--- src/rtl/bin2bcd_seq.sv ---
// ---------------------------------------------------------------------------
// bin2bcd_seq
//
// Sequential shift-and-add-3 (double-dabble) binary to packed BCD converter.
// Converts one input bit per clock. The result is held on bcd_out between
// conversions. The output feeds a four-digit seven-segment driver:
// bcd_out[7:0] goes to byte0 (digits 0,1) and bcd_out[15:8] to byte1
// (digits 2,3).
//
// Handshake: a conversion starts on any rising clk edge where start=1 and the
// converter is idle. bin_in is captured on that edge only. busy is high from
// the accepting edge until the final iteration edge. done pulses for exactly
// one cycle on that final edge, and bcd_out/ovf update on the same edge.
// A start seen while busy is ignored.
//
// Parameters:
//   BIN_W   - width of the binary input (default 14, covers 0..16383)
//   DIGITS  - number of BCD digits on bcd_out (default 4)
//
// Ports:
//   clk      in   system clock
//   rst      in   asynchronous active-low reset
//   start    in   conversion request
//   bin_in   in   [BIN_W-1:0] binary value, captured on the accepting edge
//   busy     out  conversion in progress
//   done     out  one-cycle pulse, bcd_out/ovf valid from this cycle
//   bcd_out  out  [4*DIGITS-1:0] packed BCD, digit 0 in [3:0]
//   ovf      out  result exceeded 10^DIGITS-1 (saturation build only)
//
// Build option:
//   BIN2BCD_SAT_EN - when defined, out-of-range values saturate bcd_out to
//                    all 9s and set ovf. When undefined, bcd_out carries the
//                    value mod 10^DIGITS and ovf is tied low.
// ---------------------------------------------------------------------------
module bin2bcd_seq #(
    parameter int BIN_W  = 14,
    parameter int DIGITS = 4
) (
    input  logic                  clk,
    input  logic                  rst,
    input  logic                  start,
    input  logic [BIN_W-1:0]      bin_in,
    output logic                  busy,
    output logic                  done,
    output logic [4*DIGITS-1:0]   bcd_out,
    output logic                  ovf
);

    // The saturating build needs one extra scratch digit to see whether the
    // value spilled past DIGITS digits. Without saturation the digits above
    // DIGITS never influence the lower ones, so the scratch stays narrow.
`ifdef BIN2BCD_SAT_EN
    localparam int SD = DIGITS + 1;
`else
    localparam int SD = DIGITS;
`endif
    localparam int SW = 4 * SD;
    localparam int OW = 4 * DIGITS;
    localparam int CW = $clog2(BIN_W + 1);

    typedef enum logic {
        IDLE  = 1'b0,
        SHIFT = 1'b1
    } state_t;

    state_t              state;
    state_t              state_nx;

    logic [SW-1:0]       scr;
    logic [SW-1:0]       scr_adj;
    logic [SW-1:0]       scr_nx;
    logic [BIN_W-1:0]    bin_sr;
    logic [BIN_W-1:0]    bin_nx;
    logic [SW+BIN_W-1:0] shifted;
    logic [CW-1:0]       cnt;
    logic                accept;
    logic                last;

    assign accept = (state == IDLE) && start;
    // The iteration that takes cnt from 1 to 0 is the final one.
    assign last   = (state == SHIFT) && (cnt == CW'(1));
    assign busy   = (state == SHIFT);

    // One double-dabble iteration: add 3 to every digit >= 5, then shift the
    // combined {scratch, binary} register left by one.
    always_comb begin
        scr_adj = scr;
        for (int d = 0; d < SD; d++) begin
            if (scr[4*d +: 4] >= 4'd5) begin
                scr_adj[4*d +: 4] = scr[4*d +: 4] + 4'd3;
            end
        end
        shifted = {scr_adj, bin_sr} << 1;
        scr_nx  = shifted[SW+BIN_W-1:BIN_W];
        bin_nx  = shifted[BIN_W-1:0];
    end

    // State register
    always_ff @(posedge clk or negedge rst) begin
        if (!rst) begin
            state <= IDLE;
        end else begin
            state <= state_nx;
        end
    end

    // Next-state logic. A start in the done cycle is accepted because the
    // final edge has already returned the FSM to IDLE.
    always_comb begin
        state_nx = state;
        case (state)
            IDLE:    if (start) state_nx = SHIFT;
            SHIFT:   if (last)  state_nx = IDLE;
            default: state_nx = IDLE;
        endcase
    end

`ifdef BIN2BCD_SAT_EN
    logic ovf_q;
    assign ovf = ovf_q;
`else
    assign ovf = 1'b0;
`endif

    // Datapath and result registers
    always_ff @(posedge clk or negedge rst) begin
        if (!rst) begin
            scr     <= '0;
            bin_sr  <= '0;
            cnt     <= '0;
            done    <= 1'b0;
            bcd_out <= '0;
`ifdef BIN2BCD_SAT_EN
            ovf_q   <= 1'b0;
`endif
        end else begin
            done <= last;

            if (accept) begin
                bin_sr <= bin_in;
                scr    <= '0;
                cnt    <= CW'(BIN_W);
            end else if (state == SHIFT) begin
                scr    <= scr_nx;
                bin_sr <= bin_nx;
                cnt    <= cnt - 1'b1;
            end

            // bcd_out and ovf move only on the done edge, so the display
            // never sees intermediate scratch values.
            if (last) begin
`ifdef BIN2BCD_SAT_EN
                if (scr_nx[SW-1:OW] != '0) begin
                    bcd_out <= {DIGITS{4'h9}};
                    ovf_q   <= 1'b1;
                end else begin
                    bcd_out <= scr_nx[OW-1:0];
                    ovf_q   <= 1'b0;
                end
`else
                bcd_out <= scr_nx[OW-1:0];
`endif
            end
        end
    end

endmodule

--- config.mk ---
export PLATFORM = sky130hd
export DESIGN_NAME = bin2bcd_seq
export DESIGN_NICKNAME = d
export VERILOG_FILES = /design/src/rtl/bin2bcd_seq.sv
export SDC_FILE = /design/constraint.sdc
export NUM_CORES = 1
export LEC_CHECK = 0
export ABC_AREA = 1
export CAP_MARGIN = 20
export CORE_ASPECT_RATIO = 0.5
export CORE_MARGIN = 4
export CORE_UTILIZATION = 40
export DETAILED_ROUTE_END_ITERATION = 12
export PLACE_DENSITY_LB_ADDON = 0.1
export SYNTH_ARGS = -nofsm -noshare
export SYNTH_HDL_FRONTEND = slang
export SYNTH_SLANG_ARGS = --single-unit
--- constraint.sdc ---
create_clock -name clk -period 3.55 [get_ports clk]
set_clock_uncertainty 0.2 [all_clocks]
set_input_delay 0.5325 -clock clk [delete_from_list [all_inputs] [get_ports clk]]
set_output_delay 0.5325 -clock clk [all_outputs]
set_load 0.02 [all_outputs]
==> results of run 1 <==
==> cell type report <==
class | count | area, um2
inverter | 35 | 133.9
tap | 88 | 110.1
timing repair buffer | 36 | 350.3
multi-input combinational | 190 | 1001
clock buffer | 7 | 152.6
sequential | 52 | 1301
fill | 590 | 3032
==> power breakdown <==
| group | total [W] | internal [W] | leakage [nW] | switching, W |
|---|---|---|---|---|
| logic | 0.00135 | 0.000520 | 0.738 | 0.000826 |
| clock network | 0.000500 | 0.000296 | 0.0760 | 0.000204 |
| registers | 0.00103 | 0.000860 | 0.654 | 0.000172 |
| total | 0.00288 | 0.00168 | 1.47 | 0.00120 |
==> synth_stat cells <==
master     n  share of area [%]
nand2_1   96                 14
ha_1      10                5.0
o211ai_1   2               0.60
buf_6      4                1.8
nor2_4     2               0.90
o21ai_1    7                1.4
inv_2      2               0.30
dfrtp_1   52                 52
o221ai_1   6                2.1
o211ai_2   2                1.0
a22oi_1    1               0.30
nand4_1    9                2.2
conb_1     1               0.15
nand4_2    1               0.50
o22ai_1    5                1.2
o21ai_0   11                2.2
o221ai_2   2                1.2
inv_1     32                4.8
buf_4      1               0.30
inv_4      1               0.25
buf_2      5                1.0
nor2_1     5               0.75
nand3_1   30                6.0
==> per-layer routing <==
layer	GRT usage (%)	vias to the layer above	part of all wire [%]
met5	0	-	0
li1	-	1012	-
met1	20.11	920	49
met4	3.852	0	0.77
met3	4.067	5	4.0
met2	25.44	39	46
==> kinds of logic after synthesis <==
group	synth area share, %
compound gates	10.00
simple gates	24.69
fa+ha+maj	4.978
other cells	0.1492
buf+inv	8.412
flops	51.77
==> registers in the layout, summed over array words and instances (netlist names) <==
register / cells
bcd_out: 16
bin_sr: 14
busy: 1
cnt: 4
done: 1
scr: 16
==> per-stage QoR <==
stage                     power [W]  std cells  util, %  hold WS, ps
after floorplan            0.001986        287        -        36.91
after global placement     0.002380        401    47.63        266.5
after detailed placement   0.002409        401    47.63        265.4
after CTS                  0.002918        408    50.14        195.8
after global routing       0.003158        408    50.14        227.8
final                      0.002879        408    50.14        146.7
==> worst max path at each step <==
stage	end	cells after the start	slack (ps)	start
finish	busy	1	1230	busy
global route	bcd_out[10]	5	980	busy
CTS	busy	1	1210	busy
detailed placement	bcd_out[13]	5	1240	busy
global placement	bcd_out[13]	5	1350	busy
floorplan	bcd_out[10]	8	2170	scr[8]
==> impl_metrics.toml, run 1 <==
[clock_tree]
clk_path_buf_depth = 2
post_cts_buffers = 0
cts_made_buffers = 5
clk_pin_slew_worst_paths_ps = 70
cts_tree = "built"
cts_resized = 0
cts.sinks = 52
clk_root_buffer_cell = "clkbuf_16"
cts.htree.levels = 2
clock_latency_ps = 290
holdBufCountCts = 0

[sta]
period_needed_ps = 2315
drv_slew = 0
final.setup.tns_ps = 0
fin_crit_sh_pct = 65.21
worstMarginPinSlew_ps = 852.9
worst_slack_ps = 1235
rsz0062_at_grt = "false"
finalSetupViolCount = 0
finalHoldViolCount = 0
max_slew_margin_pct = 43.14
max_freq_mhz = 431.9

[critical_path]
rr_worst_depth = 5
reg2reg_from = "busy"
crit_slowest_cell = "clkdlybuf4s50_1"
cp_slowest_stage_delay_ps = 700
r2r_end = "bcd_out[10]"
crit_buf_inv = 1
crit_type = "flip-flop to output pin"
required_ps = 2820
cp_top_family = "buffers and inverters"
worstPathArrival_ps = 1580
reg2reg_slack_ps = 1270
path_cells = "clkdlybuf4s50_1"
cp-start-kind = "flip-flop"
crit_fanout = 13
critPathCaptureType = "output pin"

[finish]
diodes = 0
drive_above_1_share_pct = 6.250
fin_area_um2 = 3049
syn2layout_area_growth_pct = 21.30
final_common_cell = "nand2_1"
nets = 347
layout_common_cells = "nand2_1 (96), dfrtp_1 (52), clkdlybuf4s50_1 (33)"

[die]
die_y_um = 64.06
initial_utilization_pct = 41.34
core_area_um2 = 6081
die-area_um2 = 7694
row_count = 20
chipWidth_um = 120.1
io_pins = 36

[place]
dpl-instance-area_um2 = 2897
dp_slack_ps = 1245
io_buffers = 34
dp_hpwl_mm = 3.752
gp_congestion = 0.7703

[drt]
drt-total-wl_mm = 5.216
ant_nets = 0
firstDrtPassIters = 4
wl_per_cell_um = 12.78
viasPerCell = 4.843
num_vias = 1976
drc = 0
drtIter0Drc = 141

[global_routing]
grt_pass1_wl_mm = 9.390
grt_max_degree = 39
grt_antenna_before_repair = 0
grt_pass1_vias = 1965
grt_use_total_pct = 15.33
gr-total-overflow = 0

[yosys]
synth_nets = 314
synth_warnings = 0
ys_types = 23
synthesis.area_um2 = 2514
syn_inst = 287
synth.avg_cell_area_um2 = 8.758
synth_seq_cells = 52
seq_area_frac_synth_pct = 51.77

[power_and_ir_drop]
ir_worst_vdd_mv = 0.3140
leakage_nw = 1.468
power_density_nw_per_um2 = 944.3

[job]
cap_violations = 0

[min_path]
min_path_type = "input port to async pin"

[run_status]
status = "finished clean"
Power figures use the tool's default switching activity.
==> inputs of run 2 (changes only) <==
==> constraint.sdc (replaced) <==
create_clock -name clk -period 1.9 [get_ports clk]
set_clock_uncertainty 0.2 [all_clocks]
set_input_delay 0.285 -clock clk [delete_from_list [all_inputs] [get_ports clk]]
set_output_delay 0.285 -clock clk [all_outputs]
set_load 0.02 [all_outputs]
==> run 2 against run 1 <==
Net effect: register-to-register slack worse by 940 ps; wire length fell by 2.0%; count of clock-buffer cells in the layout did not move; critical path depth is the same; highest routed layer unchanged.
==> impl_metrics.toml, run 2 (synthesis gave the netlist of run 1 again) <==
[finish]
layout_common_cells = "nand2_1 (96), dfrtp_1 (52), clkdlybuf4s50_1 (33)"
fill_cells = 592
syn2layout_area_growth_pct = 24.29
top_regs = "bcd_out x16, scr x16, bin_sr x14"
nets = 351
drive_above_1_share_pct = 7.385
diodes = 0
final_common_cell = "nand2_1"

[job]
cap_violations = 0

[sta]
whs_ps = 275.3
drv_slew = 0
max_freq_mhz = 566.8
fin_crit_sh_pct = 92.86
rsz0062_at_grt = "false"
final.setup.tns_ps = 0
finalSetupViolCount = 0
finalHoldViolCount = 0
period_needed_ps = 1764

[critical_path]
cp_slowest_stage_delay_ps = 630
crit_fanout = 2
crit_slowest_cell = "clkdlybuf4s50_1"
path_cells = "clkdlybuf4s50_1"
crit_buf_inv = 1
required_ps = 1410
cp_top_family = "buffers and inverters"
cp-start-kind = "flip-flop"
critPathCaptureType = "output pin"
crit_type = "flip-flop to output pin"
reg2reg_slack_ps = 330
worstPathArrival_ps = 1280

[die]
die-area_um2 = 7694
row_count = 20
io_pins = 36
chipWidth_um = 120.1
initial_utilization_pct = 41.34
die_y_um = 64.06
core_area_um2 = 6081

[clock_tree]
cts.htree.levels = 2
clock_latency_ps = 280
clk_root_buffer_cell = "clkbuf_16"
cts.sinks = 52
clk_pin_slew_worst_paths_ps = 70
clk_path_buf_depth = 2
cts_tree = "built"
cts_resized = 0
cts_made_buffers = 5

[global_routing]
gr-total-overflow = 0
grt_max_degree = 53
grt_pass1_vias = 2056
grt_pass1_wl_mm = 9.335
grt.busiest_layer = "met2"
use_met3_pct = 3.625
met2_usage_pct = 25.58
grt_use_total_pct = 15.03
grt_antenna_before_repair = 0
grtUsageMet1_pct = 19.34

[drt]
ant_nets = 0
wl_per_cell_um = 12.38
firstDrtPassIters = 4
viasPerCell = 4.814
drc = 0
drtIter0Drc = 117
drt-total-wl_mm = 5.111
num_vias = 1988

[min_path]
min_path_type = "flip-flop to flip-flop"

[place]
io_buffers = 34
dp_hpwl_mm = 3.630
gp_congestion = 0.7737

[power_and_ir_drop]
power_density_nw_per_um2 = 1766
ir_worst_vdd_mv = 0.4979
total_power_w = 0.005517
leakage_nw = 1.504

[run_status]
status = "finished clean"
[run 2: changes by cell type in the layout (fill, tap and decap cells not counted), sizes merged]
cell / before / now
buf: 3 / 6
bufinv: 0 / 1
dlygate4sd3: 0 / 1
[run 2: path summary, 6_finish.rpt]
check | end | startpoint | depth (start not counted)
max reg2reg | bcd_out[2] | scr[0] | 8
min reg2reg | bcd_out[10] | bcd_out[10] | 2
max | busy | busy | 1
max in group asynchronous | bin_sr[10] | rst | 3
min | bcd_out[10] | bcd_out[10] | 2
min in group asynchronous | bcd_out[9] | rst | 3
[run 2: layer usage]
| layer | routed length (um) | part of all wire, % |
|---|---|---|
| met5 | 0 | 0 |
| met4 | 29 | 0.57 |
| met3 | 206 | 4.0 |
| met1 | 2469 | 48 |
| met2 | 2406 | 47 |
[run 2: worst min-delay path: stages (launching register included)]
cell     delay (ps)
dfrtp_1         340
nand2_1          50
nand2_1          50
[run 2: what timing repair did]
item | in CTS | in global routing
hold buffers | 1 | 0
endpoints found under the hold margin | 52 | 0
setup buffers | 0 | 0
[run 2: where the power goes]
part           internal (W)  switching (W)  total [W]  leakage, nW
sequential          0.00161       0.000292    0.00190        0.654
clock              0.000693       0.000378    0.00107       0.0901
combinational      0.000996        0.00155    0.00254        0.761
[run 2: cell type report]
cell class	instances	area [um2]	area share [%]
Clock inverter	1	30.03	0.9612
Clock buffer	7	152.6	4.886
Tap cell	88	110.1	3.524
Sequential cell	52	1301	41.65
Inverter	35	133.9	4.285
Multi-Input combinational cell	190	1001	32.04
Timing Repair Buffer	40	395.4	12.66
[run 2: per-stage QoR]
stage                     setup WS (ps)  std cells  util (%)  area, um2
final                             135.7        413     51.38       3124
after global routing              81.39        413     51.38       3124
after CTS                         115.4        413     51.38       3124
after detailed placement          198.4        404     48.21       2932
after global placement            208.5        404     48.21       2932
after floorplan                   520.1        287         -       2514
==> inputs of run 3 (changes only) <==
--- a/config.mk
+++ b/config.mk
@@ -11,6 +11,7 @@
 export CORE_MARGIN = 4
 export CORE_UTILIZATION = 40
 export DETAILED_ROUTE_END_ITERATION = 12
+export HOLD_SLACK_MARGIN = 0.1
 export PLACE_DENSITY_LB_ADDON = 0.1
 export SYNTH_ARGS = -nofsm -noshare
 export SYNTH_HDL_FRONTEND = slang
==> results of run 3 <==
No change in the layout: final DEF, timing and power equal those of run 2.
